===== src/rtl/vga_text_pkg.sv =====
// Shared constants for the text-mode raster scan: default 640x480@60 timing,
// character-cell geometry and the text-RAM word layout.
package vga_text_pkg;

    // Default 640x480@60 Hz timing at a 25 MHz pixel clock
    localparam int H_ACTIVE_DEF   = 640;
    localparam int H_FP_DEF       = 16;
    localparam int H_SYNC_DEF     = 96;
    localparam int H_BP_DEF       = 48;
    localparam int V_ACTIVE_DEF   = 480;
    localparam int V_FP_DEF       = 10;
    localparam int V_SYNC_DEF     = 2;
    localparam int V_BP_DEF       = 33;

    localparam int H_TOTAL_DEF    = H_ACTIVE_DEF + H_FP_DEF + H_SYNC_DEF + H_BP_DEF;  // 800
    localparam int V_TOTAL_DEF    = V_ACTIVE_DEF + V_FP_DEF + V_SYNC_DEF + V_BP_DEF;  // 525

    localparam int HS_START_DEF   = H_ACTIVE_DEF + H_FP_DEF;                          // 656
    localparam int HS_END_DEF     = HS_START_DEF + H_SYNC_DEF - 1;                    // 751
    localparam int VS_START_DEF   = V_ACTIVE_DEF + V_FP_DEF;                          // 490
    localparam int VS_END_DEF     = VS_START_DEF + V_SYNC_DEF - 1;                    // 491

    // Character grid: 8x16 pixel cells, 80x30 cells
    localparam int COLS_DEF       = 80;
    localparam int ROWS           = 30;
    localparam int BLINK_BITS_DEF = 5;
    localparam int VRAM_MAX_ADDR  = ROWS * COLS_DEF - 1;                              // 2399

    // Text-RAM word layout
    localparam int BLINK_BIT      = 23;
    localparam int CHAR_MSB       = 22;
    localparam int CHAR_LSB       = 16;
    localparam int FONT_MSB       = 15;
    localparam int FONT_LSB       = 8;
    localparam int BACK_MSB       = 7;
    localparam int BACK_LSB       = 0;

endpackage


===== src/rtl/vga_timing.sv =====
// Stage 0 of the scan: pixel/line/frame counters and the combinational
// sync and visible-area decode taken straight from the counters.
module vga_timing
    import vga_text_pkg::*;
#(
    parameter int H_ACTIVE   = H_ACTIVE_DEF,
    parameter int H_FP       = H_FP_DEF,
    parameter int H_SYNC     = H_SYNC_DEF,
    parameter int H_BP       = H_BP_DEF,
    parameter int V_ACTIVE   = V_ACTIVE_DEF,
    parameter int V_FP       = V_FP_DEF,
    parameter int V_SYNC     = V_SYNC_DEF,
    parameter int V_BP       = V_BP_DEF,
    parameter int BLINK_BITS = BLINK_BITS_DEF
)
(
    input  logic       clk,
    input  logic       clr_n,
    output logic [9:0] hcnt,
    output logic [9:0] vcnt,
    output logic       hsync_n,
    output logic       vsync_n,
    output logic       visible,
    output logic       frame_msb
);

    localparam logic [9:0] H_LAST   = 10'(H_ACTIVE + H_FP + H_SYNC + H_BP - 1);
    localparam logic [9:0] V_LAST   = 10'(V_ACTIVE + V_FP + V_SYNC + V_BP - 1);
    localparam logic [9:0] HS_START = 10'(H_ACTIVE + H_FP);
    localparam logic [9:0] HS_END   = 10'(H_ACTIVE + H_FP + H_SYNC - 1);
    localparam logic [9:0] VS_START = 10'(V_ACTIVE + V_FP);
    localparam logic [9:0] VS_END   = 10'(V_ACTIVE + V_FP + V_SYNC - 1);
    localparam logic [9:0] H_VIS    = 10'(H_ACTIVE);
    localparam logic [9:0] V_VIS    = 10'(V_ACTIVE);

    logic [9:0]            hcnt_q, hcnt_d;
    logic [9:0]            vcnt_q, vcnt_d;
    logic [BLINK_BITS-1:0] frame_q, frame_d;
    logic                  line_end;
    logic                  frame_end;

    // Next-state: pixel counter wraps each line, line counter and frame
    // counter advance on the same edge as the wrap that carries into them.
    always_comb begin
        line_end  = (hcnt_q == H_LAST);
        frame_end = line_end && (vcnt_q == V_LAST);
        hcnt_d    = line_end ? 10'd0 : hcnt_q + 10'd1;
        vcnt_d    = vcnt_q;
        if (line_end) begin
            vcnt_d = (vcnt_q == V_LAST) ? 10'd0 : vcnt_q + 10'd1;
        end
        frame_d   = frame_end ? frame_q + 1'b1 : frame_q;
    end

    // Counter registers; reset restarts the scan at pixel (0,0) of frame 0.
    always_ff @(posedge clk or negedge clr_n) begin
        if (!clr_n) begin
            hcnt_q  <= '0;
            vcnt_q  <= '0;
            frame_q <= '0;
        end else begin
            hcnt_q  <= hcnt_d;
            vcnt_q  <= vcnt_d;
            frame_q <= frame_d;
        end
    end

    // Sync and visible-area decode for the pixel currently addressed.
    always_comb begin
        hsync_n = !((hcnt_q >= HS_START) && (hcnt_q <= HS_END));
        vsync_n = !((vcnt_q >= VS_START) && (vcnt_q <= VS_END));
        visible = (hcnt_q < H_VIS) && (vcnt_q < V_VIS);
    end

    assign hcnt      = hcnt_q;
    assign vcnt      = vcnt_q;
    assign frame_msb = frame_q[BLINK_BITS-1];

endmodule


===== src/rtl/vga_text_scan.sv =====
// Raster scan and text-RAM fetch stage. Issues one text-RAM address per pixel
// from the stage-0 counters and registers sync/position/valid by one clock so
// they line up with the RAM's registered read data for the same pixel.
module vga_text_scan
    import vga_text_pkg::*;
#(
    parameter int H_ACTIVE   = H_ACTIVE_DEF,
    parameter int H_FP       = H_FP_DEF,
    parameter int H_SYNC     = H_SYNC_DEF,
    parameter int H_BP       = H_BP_DEF,
    parameter int V_ACTIVE   = V_ACTIVE_DEF,
    parameter int V_FP       = V_FP_DEF,
    parameter int V_SYNC     = V_SYNC_DEF,
    parameter int V_BP       = V_BP_DEF,
    parameter int COLS       = COLS_DEF,
    parameter int BLINK_BITS = BLINK_BITS_DEF
)
(
    input  logic        clk,
    input  logic        clr_n,
    output logic [11:0] vram_addr,
    input  logic [23:0] vram_data,
    output logic [6:0]  char,
    output logic [7:0]  fontcolor,
    output logic [7:0]  backcolor,
    output logic        Blink,
    output logic        cBlink,
    output logic        xsync,
    output logic        ysync,
    output logic [11:0] xpos,
    output logic [11:0] ypos,
    output logic        valid
);

    logic [9:0]  hcnt;
    logic [9:0]  vcnt;
    logic        hsync_n;
    logic        vsync_n;
    logic        visible;
    logic        frame_msb;

    logic [11:0] row_base;
    logic [11:0] cell_addr;

    logic        xsync_q, xsync_d;
    logic        ysync_q, ysync_d;
    logic [11:0] xpos_q, xpos_d;
    logic [11:0] ypos_q, ypos_d;
    logic        valid_q, valid_d;
    logic        cblink_q, cblink_d;

    vga_timing #(
        .H_ACTIVE   (H_ACTIVE),
        .H_FP       (H_FP),
        .H_SYNC     (H_SYNC),
        .H_BP       (H_BP),
        .V_ACTIVE   (V_ACTIVE),
        .V_FP       (V_FP),
        .V_SYNC     (V_SYNC),
        .V_BP       (V_BP),
        .BLINK_BITS (BLINK_BITS)
    ) u_timing (
        .clk       (clk),
        .clr_n     (clr_n),
        .hcnt      (hcnt),
        .vcnt      (vcnt),
        .hsync_n   (hsync_n),
        .vsync_n   (vsync_n),
        .visible   (visible),
        .frame_msb (frame_msb)
    );

    // Cell address row*COLS+col; forced to 0 in blanking so the RAM only ever
    // sees in-range addresses, and saturated as a guard on odd geometries.
    always_comb begin
        row_base  = 12'(vcnt[8:4]) * 12'(COLS);
        cell_addr = row_base + 12'(hcnt[9:3]);
        vram_addr = 12'd0;
        if (visible) begin
            vram_addr = (cell_addr > 12'(VRAM_MAX_ADDR)) ? 12'(VRAM_MAX_ADDR) : cell_addr;
        end
    end

    // Stage-1 next values: the stage-0 decode for the pixel whose RAM read
    // is in flight this cycle.
    always_comb begin
        xsync_d  = hsync_n;
        ysync_d  = vsync_n;
        xpos_d   = {2'b00, hcnt};
        ypos_d   = {2'b00, vcnt};
        valid_d  = visible;
        cblink_d = frame_msb;
    end

    // Stage-1 alignment registers; reset shows an idle, sync-inactive output.
    always_ff @(posedge clk or negedge clr_n) begin
        if (!clr_n) begin
            xsync_q  <= 1'b1;
            ysync_q  <= 1'b1;
            xpos_q   <= '0;
            ypos_q   <= '0;
            valid_q  <= 1'b0;
            cblink_q <= 1'b0;
        end else begin
            xsync_q  <= xsync_d;
            ysync_q  <= ysync_d;
            xpos_q   <= xpos_d;
            ypos_q   <= ypos_d;
            valid_q  <= valid_d;
            cblink_q <= cblink_d;
        end
    end

    assign xsync     = xsync_q;
    assign ysync     = ysync_q;
    assign xpos      = xpos_q;
    assign ypos      = ypos_q;
    assign valid     = valid_q;
    assign cBlink    = cblink_q;

    // Attributes come straight from the RAM's own output register.
    assign Blink     = vram_data[BLINK_BIT];
    assign char      = vram_data[CHAR_MSB:CHAR_LSB];
    assign fontcolor = vram_data[FONT_MSB:FONT_LSB];
    assign backcolor = vram_data[BACK_MSB:BACK_LSB];

endmodule


===== config.mk =====
export PLATFORM = sky130hd
export DESIGN_NAME = vga_text_scan
export DESIGN_NICKNAME = d
export VERILOG_FILES = /design/src/rtl/vga_text_pkg.sv /design/src/rtl/vga_timing.sv /design/src/rtl/vga_text_scan.sv
export SDC_FILE = /design/constraint.sdc
export NUM_CORES = 1
export LEC_CHECK = 0
export CAP_MARGIN = 20
export CORE_MARGIN = 5
export CORE_UTILIZATION = 46
export DETAILED_ROUTE_END_ITERATION = 6
export GPL_ROUTABILITY_DRIVEN = 0
export PLACE_DENSITY = 0.78
export RECOVER_POWER = 25
export SYNTH_ARGS = -nofsm -noshare
export SYNTH_HDL_FRONTEND = slang
export SYNTH_SLANG_ARGS = --single-unit

===== constraint.sdc =====
create_clock -name clk -period 5.75 [get_ports clk]
set_input_delay 1.4375 -clock clk [delete_from_list [all_inputs] [get_ports clk]]
set_output_delay 1.4375 -clock clk [all_outputs]
set_load 0.01 [all_outputs]

After elaboration in Yosys (flattened, before gate mapping)
Index checks and enable logic that the tools add are counted.
Storage, ports and cells
  bits in registers: 49
  input port bits: 26
  logic and storage cells: 33
Operators by class
  $add $sub $neg: 4
  multipliers: 1
  order comparisons: 7
  equal/unequal tests: 2
  muxes and demuxes: 4
  reduce and logical (&&, ||, !) cells: 6
Operators by type and width (number)
  12-bit two-way mux: 2
  10-bit by 1-bit adder with 10-bit output, second input constant: 2
  10-bit equality test, second input constant: 2
  10-bit two-way mux: 2
  12-bit by 7-bit adder with 12-bit output: 1
  12-bit greater-than comparator, second input constant: 1
  10-bit >= comparator, second input constant: 1
  10-bit by 9-bit >= comparator with 1-bit output, second input constant: 1
  10-bit less-or-equal comparator, second input constant: 1
  10-bit by 9-bit less-or-equal comparator with 1-bit output, second input constant: 1
  10-bit < comparator, second input constant: 1
  10-bit by 9-bit < comparator with 1-bit output, second input constant: 1
  5-bit by 3-bit multiplier with 8-bit output, second input constant: 1
  5-bit by 1-bit adder with 5-bit output, second input constant: 1
  1-bit logical AND: 4
  1-bit zero test: 2

Longest topological paths before layout
  depth in word-level cells: 5
  mapped depth: 10
  depth with buffers taken out: 9

Modules after synthesis
Synthesis repeated with hierarchy kept, for this count alone.
Second synthesis, totals
  cell total of the unflattened synthesis: 285
  area total of the unflattened synthesis: 2922.8 µm²
By module, submodules not included
  vga_text_scan: instances 1, cells an instance 159, area each 1635.3 µm², seq. area each 603.1 µm²
  vga_timing: instances 1, cells an instance 126, area each 1287.5 µm², seq. area each 625.6 µm²

Worst setup path before layout
No wires, ideal clock.
  kind: register -> output
  start point: reg u_timing.vcnt_q[5], in the netlist u_timing.vcnt[5]
  end point: out vram_addr[10]
  arrival: 3350 ps
  setup slack: 963 ps
  cell stages (with the launch flop): 10
  buffers on the path: 0
  cells stage by stage: dfrtp_1 -> ha_1 -> ha_1 -> inv_1 -> fa_1 -> nand2b_1 -> or4_4 -> or4_4 -> a32o_2 -> a2111oi_2
Between the ends
  longest elaborated chain between the ends: 5
  elaborated cells on any way between the ends: 7
  those cells by class: add/sub: 1; mul: 1; order compare: 2; mux: 2; reduce/logical: 1
RTL lines
  start: declaration: RTL line vga_timing.sv:37  | logic [9:0] vcnt_q, vcnt_d;
  start signal: assignment: RTL line vga_timing.sv:63  | vcnt_q <= vcnt_d;
  5-bit by 3-bit multiplier with 8-bit output: RTL line vga_text_scan.sv:76  | row_base = 12'(vcnt[8:4]) * 12'(COLS);
  12-bit by 7-bit adder with 12-bit output: RTL line vga_text_scan.sv:77  | cell_addr = row_base + 12'(hcnt[9:3]);
  12-bit greater-than comparator: RTL line vga_text_scan.sv:80  | vram_addr = (cell_addr > 12'(VRAM_MAX_ADDR)) ? 12'(VRAM_MAX_ADDR) : cell_addr;
  12-bit two-way mux: RTL line vga_text_scan.sv:80
  12-bit two-way mux *: RTL line vga_text_scan.sv:79  | if (visible) begin
  end: declaration: RTL line vga_text_scan.sv:21  | output logic [11:0] vram_addr,
Every way passes the cells marked *; elsewhere a longest branch is shown, timed or not.

Worst setup path in the final report
  start point: reg u_timing.vcnt_q[5], in the netlist u_timing.vcnt[5]
  end point: out vram_addr[5]
Same word-level chain as after synthesis.

==> impl_results.md <==
* Pwr dens at 189.8 mW/mm^2
* Min Hold Slack at 405.3 ps
* Die ar. at 0.007354 sq mm
* Max incr delay on CP at 550 ps
* # diodes at 0
* Largest family of logic cells by synthesized area: simple AND/OR/NAND/NOR gates
* Slew headroom at -46.27%
* Worst reg-to-reg path cell count at 5
* Routed WL at 4962 um
* Max clock buf depth at 2
* Worst min-delay path class: reg -> reg
* Failing checks: capacitance limit, slew limit
* Hpwl dp at 3669 um
* Worst Setup SP: u_timing.vcnt[5]
* Post-Synth Adder-Cell Area at 8.152%
* Worst r2r dst: u_timing.vcnt[6]
* Final hold viol count at 0
* Status: finished, violations left
* Setup TNS at 0 ps
* Critical path depth at 10
* CTS Root Cell: clkbuf_8
* WP buf/inv at 2
* Final Critical Period at 5470 ps
* Simple-gate portion of the synthesized area at 16.02%
* Mapped Cells at 265
* First-pass GRT wire length at 8907 um
* WP data arrival at 4030 ps
* Worst setup EP type: primary output
* Area of the mapped netlist at 0.002640 sq mm
* Startpoint Class: flop
* Gr ovfl total at 0
* Cts bufs inserted at 5
* Die H at 85.76 um
* Synth Register Bits at 49
* Peak supply drop at 118.2 uV
* Layout area overhead at 13.36%
* RSZ-0062 raised after global routing: false
* DRC viols at 0
* Critical Path End: vram_addr[5]
* Finished layout cell area at 0.002993 sq mm
* Synth async-reset ratio at 100.0%
* Worst Clk Skew at 6.736 ps
* Final core occ at 54.02%
* Total track usage at 14.76%
* Vias in the first global route at 1870
* Max-Cap Viols at 1
* Crit path max-delay family: simple AND/OR/NAND/NOR gates
* Via Count at 1921
* CTS tree: built
* Worst skew pair latency at 300 ps
* Leak pwr at 1.319 nW
* Reg-to-reg startpoint: u_timing.hcnt[5]
* Iteration-0 DRC count of the detailed router at 84
* Crit Path Max Fanout at 9
* EDFF count, synth at 0
* Crit Path Category: reg -> out
* Pin count of the biggest net entering global routing at 50
* Mux share of post-synthesis cell area at 0.4265%
* Core Area at 0.005540 sq mm
* WL/cell at 14.02 um
* Hold path depth at 0
* Number of nets still failing antenna checks after routing at 0
* Setup violators final at 0
* CTS Sinks at 49
* Synthesized-area fraction occupied by ao, oa, aoi and oai cells at 10.43%
* Die Wd at 85.76 um
* Post-synth top flop: dfrtp_1
* Final nets at 323
* CP cell instances: ha_1 > ha_1 > inv_1 > fa_1 > nand2b_1 > or4_4 > or4_4 > a32o_2 > a21oi_1 > clkdlybuf4s50_1
* Register area share after synthesis at 46.54%
* CP max-delay cell: clkdlybuf4s50_1
* Hold buffers post-CTS at 0
* Dpl cell area at 0.002885 sq mm
* # rows at 27
* Fmax at 182.8 MHz
* Layout cells sized above 1 at 6.383%
* Antenna violations before repair at 0
* Port bufs at 37
* Top-level I/O count at 90
* First-pass DRT Iterations at 4
* Via-per-instance ratio at 5.427
* Warnings from Yosys at 0
* Synth Area in XOR/XNOR at 6.635%
* Mapped Avg Cell Area at 9.962 sq um
* FILL cells at 517
* CP Data Required Time at 4310 ps
* Final Max Slew Viols at 44
* Period utilization at 95.13%
* Clock slew at reported path FFs at 90 ps
* Initial Util at 47.65%
* Internal reg-to-reg setup slack at 3490 ps
* Unique cell type count in the Yosys netlist at 42
* Actual slew at the worst max-slew pin at 2194 ps
* CTS H-tree lvls at 2
state kept, by name, indices dropped and copies added, names as in the netlist:
register          cells
ysync                 1
u_timing.frame_q      5
u_timing.hcnt        10
xpos                 10
xsync                 1
ypos                 10
valid                 1
cBlink                1
u_timing.vcnt        10
layout make-up:
| type | count | area [sq um] | area share, % |
|---|---|---|---|
| clock buffer | 7 | 96.34 | 3.219 |
| clock inverter | 1 | 5.005 | 0.1672 |
| inverter | 21 | 78.83 | 2.634 |
| multi-input combinational | 165 | 1115 | 37.25 |
| sequential | 49 | 1230 | 41.10 |
| tap | 72 | 90.09 | 3.010 |
| timing repair buffer | 39 | 377.9 | 12.63 |
worst min path at each step:
stage                   end  slack [ps]           startpoint
finish               cBlink         410  u_timing.frame_q[4]
global route         cBlink         410  u_timing.frame_q[4]
CTS                  cBlink         410  u_timing.frame_q[4]
detailed placement   cBlink         390  u_timing.frame_q[4]
global placement     cBlink         390  u_timing.frame_q[4]
floorplan           xpos[5]         350     u_timing.hcnt[5]
worst reg2reg max path, stage by stage, from the launching register on:
cell	delay, ps
dfrtp_1	490
nor4b_1	540
and4_1	550
nand2_1	180
nor3_1	250
xor2_1	180
cells by family (layout without fill, tap and decap cells):
group / count (synthesis) / count (layout)
buffers and inverters: 54 / 68
xor gates and xnor gates: 20 / 20
adders and majority gates: 16 / 16
other: 1 / 4
AOI/OAI and AO/OA: 44 / 44
muxes: 1 / 1
DFF: 49 / 49
and+or+nand+nor: 80 / 80
metrics by stage:
step                      power (W)  cells  worst slack (ps)
after global routing      0.0005923    354             69.17
after detailed placement  0.0003592    345             366.6
after global placement    0.0003590    345             414.0
final                     0.0005682    354             279.8
after CTS                 0.0005744    353             5.154
after floorplan           0.0003716    268             962.9
report_power, final:
group          internal, W  switching (W)  leakage [nW]
Sequential        0.000344              0         0.647
Clock             0.000109       0.000107        0.0542
Combinational  0.000000269     0.00000741         0.618
cell usage after synthesis (2+ instances only):
cell       n  area [sq um]
a211oi_1   2         15.01
a21oi_1    9         45.04
o21a_1     2         15.01
dfrtp_1   47          1176
buf_4     28         210.2
a21o_1     2         15.01
nand4_1    8         50.05
clkbuf_1   5         18.77
xor2_1     7         61.31
nand2b_1   4         25.02
nand2_1   14         52.55
xnor2_1   13         113.9
ha_1      14         175.2
nor2_1    15         56.30
and2_1     2         12.51
nor4_1     4         25.02
nand3_1   14         70.07
inv_1     21         78.83
a31oi_1    5         31.28
nor3_1     8         40.04
o21ai_0   16         80.08
or3_1      2         12.51
or4_4      2         22.52
fa_1       2         40.04
dfstp_2    2         52.55
repair_timing:
action / in CTS / in global routing
setup buffers: 0 / 0
setup endpoints to repair: 0 / 1
gates resized for setup: 0 / 2
per-layer routing:
layer,GRT usage [%],vias up,share of wire [%]
met5,0,-,0
met2,22.46,59,45
met1,20.57,935,47
li1,-,913,-
met4,6.331,0,1.9
met3,2.786,14,6.3
cells in the final DEF (no fill, tap or decap), types with 2 or more instances in the layout:
| cell | instances |
|---|---|
| a211oi_1 | 2 |
| a21o_1 | 2 |
| a21oi_1 | 9 |
| a31oi_1 | 5 |
| and2_1 | 2 |
| clkbuf_1 | 2 |
| clkbuf_8 | 7 |
| clkdlybuf4s50_1 | 35 |
| conb_1 | 4 |
| dfrtp_1 | 46 |
| dfstp_2 | 2 |
| fa_1 | 2 |
| ha_1 | 14 |
| inv_1 | 21 |
| nand2_1 | 14 |
| nand2b_1 | 4 |
| nand3_1 | 14 |
| nand4_1 | 8 |
| nor2_1 | 15 |
| nor3_1 | 8 |
| nor4_1 | 4 |
| o21a_1 | 2 |
| o21ai_0 | 16 |
| or3_1 | 2 |
| or4_4 | 2 |
| xnor2_1 | 13 |
| xor2_1 | 7 |
(Power assumes the default switching activity.)
